**config.mk**
```make
export PLATFORM = sky130hd
export DESIGN_NAME = mem_port_arbiter
export DESIGN_NICKNAME = d
export VERILOG_FILES = /design/src/rtl/mem_port_arbiter.sv
export SDC_FILE = /design/constraint.sdc
export NUM_CORES = 1
export LEC_CHECK = 0
export ABC_AREA = 1
export BUFFER_PORTS_ARGS = -buffer_cell sky130_fd_sc_hd__buf_4
export CORE_MARGIN = 3
export CORE_UTILIZATION = 52
export CTS_BUF_LIST = sky130_fd_sc_hd__clkbuf_16
export DETAILED_ROUTE_END_ITERATION = 10
export PLACE_DENSITY = 0.92
export RECOVER_POWER = 100
export SETUP_SLACK_MARGIN = 0.1
export SYNTH_ARGS = -nofsm -noshare
export SYNTH_HDL_FRONTEND = slang
export SYNTH_SLANG_ARGS = --single-unit
```
**constraint.sdc**
```tcl
create_clock -name clk -period 17 [get_ports clk]
set_input_delay 5.1 -clock clk [delete_from_list [all_inputs] [get_ports clk]]
set_output_delay 5.1 -clock clk [all_outputs]
set_load 0.02 [all_outputs]
```
**src/rtl/mem_port_arbiter.sv**
```systemverilog
// Arbitrates one fixed-latency single-port memory between the fetch and data ports.
// Define ARB_PERF_CNT_EN to add the perf_if_wait / perf_d_wait request-wait counters.
module mem_port_arbiter #(
  parameter int MEM_LATENCY  = 2,
  parameter int MAX_D_STREAK = 4
) (
  input  logic        clk,
  input  logic        rst,
  input  logic        if_req,
  input  logic [31:0] if_addr,
  output logic        if_ack,
  output logic [31:0] if_rdata,
  input  logic        d_req,
  input  logic        d_we,
  input  logic [31:0] d_addr,
  input  logic [31:0] d_wdata,
  output logic        d_ack,
  output logic [31:0] d_rdata,
  output logic        mem_en,
  output logic        mem_we,
  output logic [31:0] mem_addr,
  output logic [31:0] mem_wdata,
  input  logic [31:0] mem_rdata
`ifdef ARB_PERF_CNT_EN
  ,
  output logic [31:0] perf_if_wait,
  output logic [31:0] perf_d_wait
`endif
);

  // Handshake: a requester raises *_req with its command stable and keeps it so
  // until the one-cycle *_ack; requests are only looked at while the FSM is IDLE,
  // so the cycle after an ack is free for the requester to drop or replace it.

  localparam int CW = $clog2(MEM_LATENCY + 1);
  localparam int SW = $clog2(MAX_D_STREAK + 1);

  typedef enum logic [1:0] {IDLE, ISSUE, WAIT, RESP} state_t;
  typedef enum logic [1:0] {OWN_NONE, OWN_IF, OWN_D} owner_t;

  state_t         state;
  owner_t         owner;
  logic [CW-1:0]  waitCnt;
  logic [SW-1:0]  streak;
  logic           streakFull;

  assign streakFull = (streak == SW'(MAX_D_STREAK));

  always_ff @(posedge clk or posedge rst) begin
    if (rst) begin
      state     <= IDLE;
      owner     <= OWN_NONE;
      waitCnt   <= '0;
      streak    <= '0;
      if_ack    <= 1'b0;
      d_ack     <= 1'b0;
      if_rdata  <= '0;
      d_rdata   <= '0;
      mem_en    <= 1'b0;
      mem_we    <= 1'b0;
      mem_addr  <= '0;
      mem_wdata <= '0;
    end else begin
      if_ack <= 1'b0;
      d_ack  <= 1'b0;
      mem_en <= 1'b0;
      case (state)
        IDLE: begin
          if (!if_req) streak <= '0;
          // Data has priority unless the fetch port has waited out a full streak.
          if (d_req && !(if_req && streakFull)) begin
            owner     <= OWN_D;
            mem_we    <= d_we;
            mem_addr  <= d_addr;
            mem_wdata <= d_wdata;
            mem_en    <= 1'b1;
            state     <= ISSUE;
            if (if_req) streak <= streak + 1'b1;
          end else if (if_req) begin
            owner     <= OWN_IF;
            mem_we    <= 1'b0;
            mem_addr  <= if_addr;
            mem_wdata <= '0;
            mem_en    <= 1'b1;
            streak    <= '0;
            state     <= ISSUE;
          end
        end
        ISSUE: begin
          waitCnt <= CW'(MEM_LATENCY);
          state   <= WAIT;
        end
        WAIT: begin
          if (waitCnt == CW'(1)) begin
            state <= RESP;
            if (owner == OWN_D) begin
              d_rdata <= mem_we ? 32'd0 : mem_rdata;
              d_ack   <= 1'b1;
            end else if (owner == OWN_IF) begin
              if_rdata <= mem_rdata;
              if_ack   <= 1'b1;
            end
          end else begin
            waitCnt <= waitCnt - 1'b1;
          end
        end
        RESP: begin
          owner <= OWN_NONE;
          state <= IDLE;
        end
        default: state <= IDLE;
      endcase
    end
  end

`ifdef ARB_PERF_CNT_EN
  always_ff @(posedge clk or posedge rst) begin
    if (rst) begin
      perf_if_wait <= '0;
      perf_d_wait  <= '0;
    end else begin
      if (if_req && !if_ack && (perf_if_wait != '1)) perf_if_wait <= perf_if_wait + 1'b1;
      if (d_req && !d_ack && (perf_d_wait != '1)) perf_d_wait <= perf_d_wait + 1'b1;
    end
  end
`endif

endmodule

```
Word-level counts from Yosys, hierarchy flattened. Index checks and enable logic that the tools add are counted.

Add/subtract/negate cells: 2. Equal/unequal tests: 10. Mux-type cells: 27. Bitwise operators: 1. Reductions and logical operators: 13.

Operators by type and width (number): $mux 32 (5); $mux 1 (12); $mux 2 (5); $pmux 2 s2 (2); $pmux 2 s4 (1); $reduce_and 2->1 (4); $eq 2x1->1 const B (3); $eq 2x2->1 const B (3); $mux 3 (2); $reduce_bool 2->1 (3); $ne 2x2->1 const B (2); $reduce_and 4->1 (1); $add 3x1->3 const B (1); $eq 3x3->1 const B (1); $ne 3x3->1 const B (1); $reduce_and 3->1 (1); $logic_and 1x1->1 (2); $logic_not 2->1 (1); $sub 2x1->2 const B (1); $logic_not 1->1 (1); $not 1->1 (1).

Register bits: 141. Input bits: 133. Output and inout port bits: 132.

Logic depth before layout (Yosys ltp). Gate-level depths: netlist of run 1.

Depth after elaboration: 6. Depth in mapped cells: 9.

Least setup slack after synthesis of run 1. Ideal clock, no wire load.

Path type: input-to-reg. Start point: input port d_req. End point: register mem_wdata[10]. Library setup time: 0.117 ns. Arrival: 5.835 ns. Slack: 11.048 ns. Stages: 9. Buffers on the path: 3. Cells stage by stage: buf_4 > inv_2 > nand2_2 > nand2_2 > inv_2 > buf_6 > buf_6 > nand3_1 > nand2_1.

Longest elaborated chain between the ends: 3. Elaborated cells between the ends (all ways): 4. Those cells by class: 1 x mux; 3 x reduce/logical.

RTL lines: start: declaration (line 13) `input logic d_req,`; $logic_and 1x1->1 * (line 71) `if (d_req && !(if_req && streakFull)) begin`; $reduce_bool 2->1 (no source line); $reduce_and 2->1 (no source line); end signal: assignment (line 75) `mem_wdata <= d_wdata;`; end: declaration (line 22) `output logic [31:0] mem_wdata,`.

Mark *: on every way between the ends. The rest lies on a longest branch, timed or not. A chain may end at the register's enable or synchronous reset.

==> impl_results.md, run 1 <==
* Outcome: finished with violations
* Failing checks: max-capacitance violations, max-slew violations
* Detailed-route DRC error count at 0
* Setup WS post-layout at 6470 ps
* Setup Viol. Count Final at 0
* Top sig layer: met5
* R2r startpoint: state[0]$_DFFE_PP0P_
* Hold-fix buffers, CTS at 0
* Avg Cell Area, Syn at 8.10 um2
* DR vias at 5960
* Unrepaired setup endpoints after global routing: no
* Rows at 39
* Dpl ws at 9680 ps
* Reg2reg path depth at 8
* Type of the worst setup path: primary input to asynchronous set/reset pin
* Clock skew at 6.98 ps
* CP endpoint kind: asynchronous set/reset pin
* CTS tree: built
* # IOs at 265
* Mapped cell area at 0.00623 mm2
* Initial drt markers at 392
* EDFF count, synth at 0
* Wl on met1 at 7050 um
* Hold path start: if_rdata[25]$_DFFE_PP0P_
* Final hold vios at 0
* PD cells at 192 mW/mm2
* CP Cell Sequence: clkbuf_4 -> clkinvlp_2 -> clkbuf_1
* Syn nets at 910
* Count of different cell masters after synthesis at 20
* Metal3 WL at 1780 um
* Clk slew on worst S/H paths at 60 ps
* Clk sinks at 141
* First-pass GRT wire length at 28200 um
* Hold depth at 2
* Worst Hold Class: register to register
* CTS HTree Levels at 4
* Global-route usage over all layers at 27.2%
* Static Leak at 0.00450 uW
* Inserted Clock Buffers at 17
* Post-DP HPWL at 12400 um
* Final Max Tran Viols at 279
* Power Total at 1580 uW
* Yosys Warn Count at 0
* # diodes at 0
* Final period util at 61.9%
* Number of max-cap violations at 4
* Core box area at 0.0116 mm2
* Reg2Reg Setup Slack at 13330 ps
* PortBufs at 264
* Final min period at 10530 ps
* FMAX at 95.0 MHz
* Crit-path max cell delay at 3330 ps
* Final wirelength at 18500 um
* Crit Path Max Fanout at 86
* WL met2 at 9120 um
* Actual slew at the worst max-slew pin at 4580 ps
* CP max stage cell: clkbuf_1
* Setup TNS at 0 ps
* Number of synthesized register bits at 141
* Initial antenna violation count at 1
* Chip Height at 115 um
* Die X at 115 um
* Top FF cell, synth: dfrtp_1
* Share of cells above drive strength 1 at 14.8%
* Nets at 1151
* Die Area at 0.0133 mm2
* Async S/R FF share, synth at 100%
* Final ANT Viol Nets at 0
* CTS Root Cell: clkbuf_16
* Starting density of the core at 53.9%
* Area growth syn-to-layout at 31.5%
* Drt pass-1 iters at 6
* Hold path endpoint: if_rdata[25]$_DFFE_PP0P_
* Mapped Cells at 769
* WL/cell at 15.9 um
* GRT overflow at 0
* Vias in the first global route at 5768
* Worst-Skew Late Latency at 410 ps
* Max Root-Sink Buffers at 2
* Worst Path Required at 16420 ps
* Slew headroom at -206%
* Maximum VDD drop at 80.1 uV
* Gpl congestion at 0.807
* Sequential share of the synthesized area at 56.6%
* Largest net degree at the start of global routing at 87
* Worst setup SP type: primary input
* DR vias/cell at 5.12
* WP data arrival at 9950 ps
* Capturing point of the worst reg2reg path: if_rdata[27]$_DFFE_PP0P_
* Post-CTS Repair Setup Buffers at 0
* Resize count post-CTS at 0
## routing by layer
layer  track usage [%]  vias to the layer above
met5                 0                        -
li1                  -                     2842
met4              10.8                        2
met2              45.9                      285
met3              8.72                       44
met1              32.3                     2787
## how the worst max path moves through the flow
stage / to / startpoint / slack (ps) / cells past startpoint
global placement: streak[1]$_DFFE_PP0N_ / if_req / 9770 / 6
global route: mem_wdata[17]$_DFFE_PP0P_ / rst / 5350 / 3
detailed placement: mem_wdata[11]$_DFFE_PP0P_ / if_req / 9680 / 6
CTS: mem_wdata[26]$_DFFE_PP0P_ / if_req / 10090 / 6
floorplan: d_ack$_DFF_PP0_ / rst / 8120 / 1
finish: if_rdata[27]$_DFFE_PP0P_ / rst / 6470 / 3
## worst max-delay path: cells and delay by family
family,cells,cell delay [ps]
buf+inv,3,4820
## stage by stage
| step | area (um2) | instances | util [%] | hold WS (ps) |
|---|---|---|---|---|
| 2_1_floorplan | 6230 | 769 | - | 450 |
| 5_1_grt | 8200 | 1164 | 70.9 | 494 |
| 6_report | 8200 | 1164 | 70.9 | 478 |
| 3_3_place_gp | 8190 | 1134 | 70.8 | 462 |
| 4_1_cts | 8760 | 1164 | 75.8 | 482 |
| 3_5_place_dp | 8190 | 1134 | 70.8 | 466 |
## cells by family after synthesis
kind of cell | after synthesis | share of synthesized area (%)
buffers and inverters | 128 | 8.71
xor gates and xnor gates | 1 | 0.141
adders and majority gates | 8 | 1.61
AOI/OAI and AO/OA | 41 | 3.37
DFF | 141 | 56.6
and+or+nand+nor | 450 | 29.5
## state kept, by name, indices dropped and copies added (netlist names), 2 cells and up
register / flops
owner: 2
streak: 3
waitCnt: 2
mem_wdata: 32
state: 2
if_rdata: 32
mem_addr: 32
d_rdata: 32
## synth_stat cells (3+ instances only)
master,n,area [um2]
nand3_1,100,500
nor2_1,5,18.8
clkbuf_1,14,52.6
inv_2,4,15.0
buf_1,3,11.3
ha_1,8,100
buf_6,3,33.8
o21ai_0,36,180
dfrtp_1,141,3530
a21oi_1,3,15.0
nand2_1,338,1270
buf_2,20,100
inv_1,80,300
buf_4,4,30.0
nand2_2,3,18.8
## layout by cell type (no fill, tap or decap)
cell        netlist  routed
nand2_1         338     340
clkbuf_1         14     147
dfrtp_1         141     141
nand3_1         100     101
buf_4             4      99
inv_1            80      81
o21ai_0          36      36
clkbuf_4          0      20
clkbuf_16         0      17
ha_1              8       8
nor2_1            5       5
clkinv_1          0       4
clkinvlp_4        0       4
a21oi_1           3       3
bufinv_16         0       3
inv_2             4       2
o211ai_1          2       2
clkinv_4          0       2
nand2_2           3       1
nand3_2           2       1
or2_2             1       1
clkinvlp_2        0       1
xor2_1            1       1
nand3b_1          1       1
## final cells by class
| class | count | area, um2 |
|---|---|---|
| repair buffers | 266 | 1450 |
| flip-flops and latches | 141 | 3530 |
| clock buffers | 17 | 425 |
| fillers | 991 | 3370 |
| well taps | 143 | 179 |
| multi-input cells | 500 | 2150 |
| inverters | 84 | 317 |
| clock inverters | 13 | 153 |
## where the power goes
part           internal [uW]  total [uW]  switching, uW
registers                490         578           87.8
clock network            227         366            138
logic                    176         634            457
total                    894        1580            683
Note: power is estimated with default switching activity, not from simulation.
==> run 2: changes to the inputs <==
--- a/config.mk
+++ b/config.mk
@@ -5,13 +5,13 @@
 export SDC_FILE = /design/constraint.sdc
 export NUM_CORES = 1
 export LEC_CHECK = 0
-export ABC_AREA = 1
+export ABC_AREA = 0
 export BUFFER_PORTS_ARGS = -buffer_cell sky130_fd_sc_hd__buf_4
 export CORE_MARGIN = 3
-export CORE_UTILIZATION = 52
+export CORE_UTILIZATION = 48
 export CTS_BUF_LIST = sky130_fd_sc_hd__clkbuf_16
 export DETAILED_ROUTE_END_ITERATION = 10
-export PLACE_DENSITY = 0.92
+export PLACE_DENSITY = 0.86
 export RECOVER_POWER = 100
 export SETUP_SLACK_MARGIN = 0.1
 export SYNTH_ARGS = -nofsm -noshare
==> constraint.sdc (replaced) <==
create_clock -name clk -period 10.8 [get_ports clk]
set_input_delay 3.24 -clock clk [delete_from_list [all_inputs] [get_ports clk]]
set_output_delay 3.24 -clock clk [all_outputs]
set_load 0.02 [all_outputs]
==> impl_results.md, run 2 <==
* Outcome: finished with violations
* Failing checks: max-capacitance violations, max-slew violations
* FMAX at 152 MHz
* Reg2Reg Setup Slack at 7370 ps
* Most common cell after layout, fill and taps aside: nand2_1
* Unrepaired setup endpoints after global routing: no
* Sequential share of the synthesized area at 56.5%
* Post-DP HPWL at 11300 um
* Clock skew at 8.98 ps
* Hold depth at 2
* Max Root-Sink Buffers at 2
* Top-area cell type share of the netlist area at 56.5%
* WP data arrival at 6760 ps
* DR vias/cell at 5.23
* Rows at 41
* Largest net degree at the start of global routing at 76
* Most frequent cells in the layout: nand2_1 (164), dfrtp_1 (141), clkbuf_1 (135)
* CTS HTree Levels at 4
* Setup TNS at 0 ps
* Maximum VDD drop at 167 uV
* Vias in the first global route at 5349
* Final min period at 6560 ps
* Worst-Skew Late Latency at 420 ps
* Synth area leaders: dfrtp_1 (57%), nand2_1 (9.9%), o211ai_2 (6.0%)
* PD cells at 315 mW/mm2
* Final ANT Viol Nets at 0
* Worst setup SP type: primary input
* Detailed-route DRC error count at 0
* Worst Path Required at 10990 ps
* Slew headroom at -89.8%
* Mapped Cells at 591
* Static Leak at 0.00382 uW
* CP endpoint kind: register
* Capturing point of the worst reg2reg path: mem_addr[20]$_DFFE_PP0P_
* Hold path start: mem_wdata[31]$_DFFE_PP0P_
* Gpl congestion at 0.788
* Top FF cell, synth: dfrtp_1
* Syn nets at 732
* Starting density of the core at 49.3%
* CTS Root Cell: clkbuf_16
* Worst Hold Class: register to register
* Share of cells above drive strength 1 at 25.2%
* Chip Height at 120 um
* Area growth syn-to-layout at 32.7%
* Global-route usage over all layers at 23.3%
* Final wirelength at 16900 um
* Drt pass-1 iters at 4
* WL/cell at 16.6 um
* GRT overflow at 0
* CP max stage cell: and2_0
* Die Area at 0.0144 mm2
* Setup Viol. Count Final at 0
* # diodes at 0
* PortBufs at 264
* Inserted Clock Buffers at 17
* Final period util at 60.8%
* Resize count post-CTS at 0
* Initial drt markers at 481
* Crit-path max cell delay at 1970 ps
* Die X at 120 um
* Worst path bufs/invs at 1
* Setup WS post-layout at 4240 ps
* Actual slew at the worst max-slew pin at 2830 ps
* Final Max Tran Viols at 310
* Number of synthesized register bits at 141
* CP Cell Sequence: clkbuf_1 -> and2_0 -> o211ai_1
* Initial antenna violation count at 0
* Nets at 973
* Top cells by count, synth: nand2_1 (164), dfrtp_1 (141), o21ai_1 (36), o21ai_0 (34)
* DR vias at 5314
* Post-CTS Repair Setup Buffers at 0
* Core box area at 0.0127 mm2
* EDFF count, synth at 0
* # IOs at 265
* Final hold vios at 0
* CTS tree: built
* Top delay family on crit path: simple AND/OR/NAND/NOR gates
* Count of different cell masters after synthesis at 34
* Async S/R FF share, synth at 100%
* Clk sinks at 141
* R2r startpoint: streak[0]$_DFFE_PP0N_
* Yosys Warn Count at 0
* Type of the worst setup path: primary input to register
* Hold-fix buffers, CTS at 0
* Yosys top cell by area: dfrtp_1
* Top-count cell post-synth: nand2_1
* Mapped cell area at 0.00624 mm2
* Dpl ws at 5660 ps
* Reg2reg path depth at 5
* Clk slew on worst S/H paths at 60 ps
* Hold path endpoint: mem_wdata[31]$_DFFE_PP0P_
* Avg Cell Area, Syn at 10.6 um2
* Number of max-cap violations at 6
* First-pass GRT wire length at 26400 um
* Crit Path Max Fanout at 40
[run 2: cell types whose count changed after synthesis, moves of 30 or more]
cell	delta
nand2_1	-174
inv_1	-69
o211ai_2	+30
nand3_1	-98
nand2b_1	+33
nand4_1	+33
o21ai_1	+36
[run 2: kinds of logic after synthesis]
kind of cell	after synthesis	synth area share (%)
and+or+nand+nor	240	17.9
DFF	141	56.5
AOI/OAI and AO/OA	110	12.9
buffers and inverters	58	4.97
muxes	34	6.11
adders and majority gates	8	1.60
[run 2: worst reg2reg max path, stage by stage (launching register included)]
cell and delay (ps):
dfrtp_1 360, inv_1 70, ha_1 240, nand3_4 300
and2_0 1920, o211ai_1 320
[run 2: layout make-up]
cell class                 count  area [um2]
clock buffer                  17         425
sequential                   141        3530
timing repair buffer         268        1510
multi-input combinational    392        2360
fill                        1103        4380
clock inverter                15         203
inverter                      12        46.3
tap                          172         215
[run 2: worst max path at each step]
stage	slack [ps]	end	cells past startpoint	startpoint
after floorplan	3780	d_ack$_DFF_PP0_	1	rst
after global placement	5680	streak[0]$_DFFE_PP0N_	4	if_req
after detailed placement	5660	streak[1]$_DFFE_PP0N_	4	if_req
after CTS	5830	mem_we	1	mem_we$_DFFE_PP0P_
after global routing	4030	mem_addr[7]$_DFFE_PP0P_	3	d_req
final	4240	mem_addr[20]$_DFFE_PP0P_	3	d_req
[run 2: where the power goes]
| part | internal, uW | switching [uW] |
|---|---|---|
| clock | 405 | 219 |
| sequential | 784 | 156 |
| combinational | 341 | 704 |
| total | 1530 | 1080 |
[run 2: per-stage QoR]
| stage | util [%] | std cells | power, uW | hold WS, ps | instance area (um2) |
|---|---|---|---|---|---|
| floorplan | - | 591 | 1670 | 457 | 6240 |
| global placement | 64.9 | 985 | 2180 | 462 | 8220 |
| detailed placement | 64.9 | 985 | 2220 | 473 | 8220 |
| CTS | 69.8 | 1017 | 2850 | 485 | 8850 |
| global route | 65.4 | 1017 | 2770 | 496 | 8290 |
| finish | 65.4 | 1017 | 2610 | 476 | 8290 |
[run 2: layer usage]
layer  track usage (%)  share of wire, %
met5                 0                 0
met4              8.80               2.6
met3              8.44               8.6
met2              38.7                50
met1              27.9                39
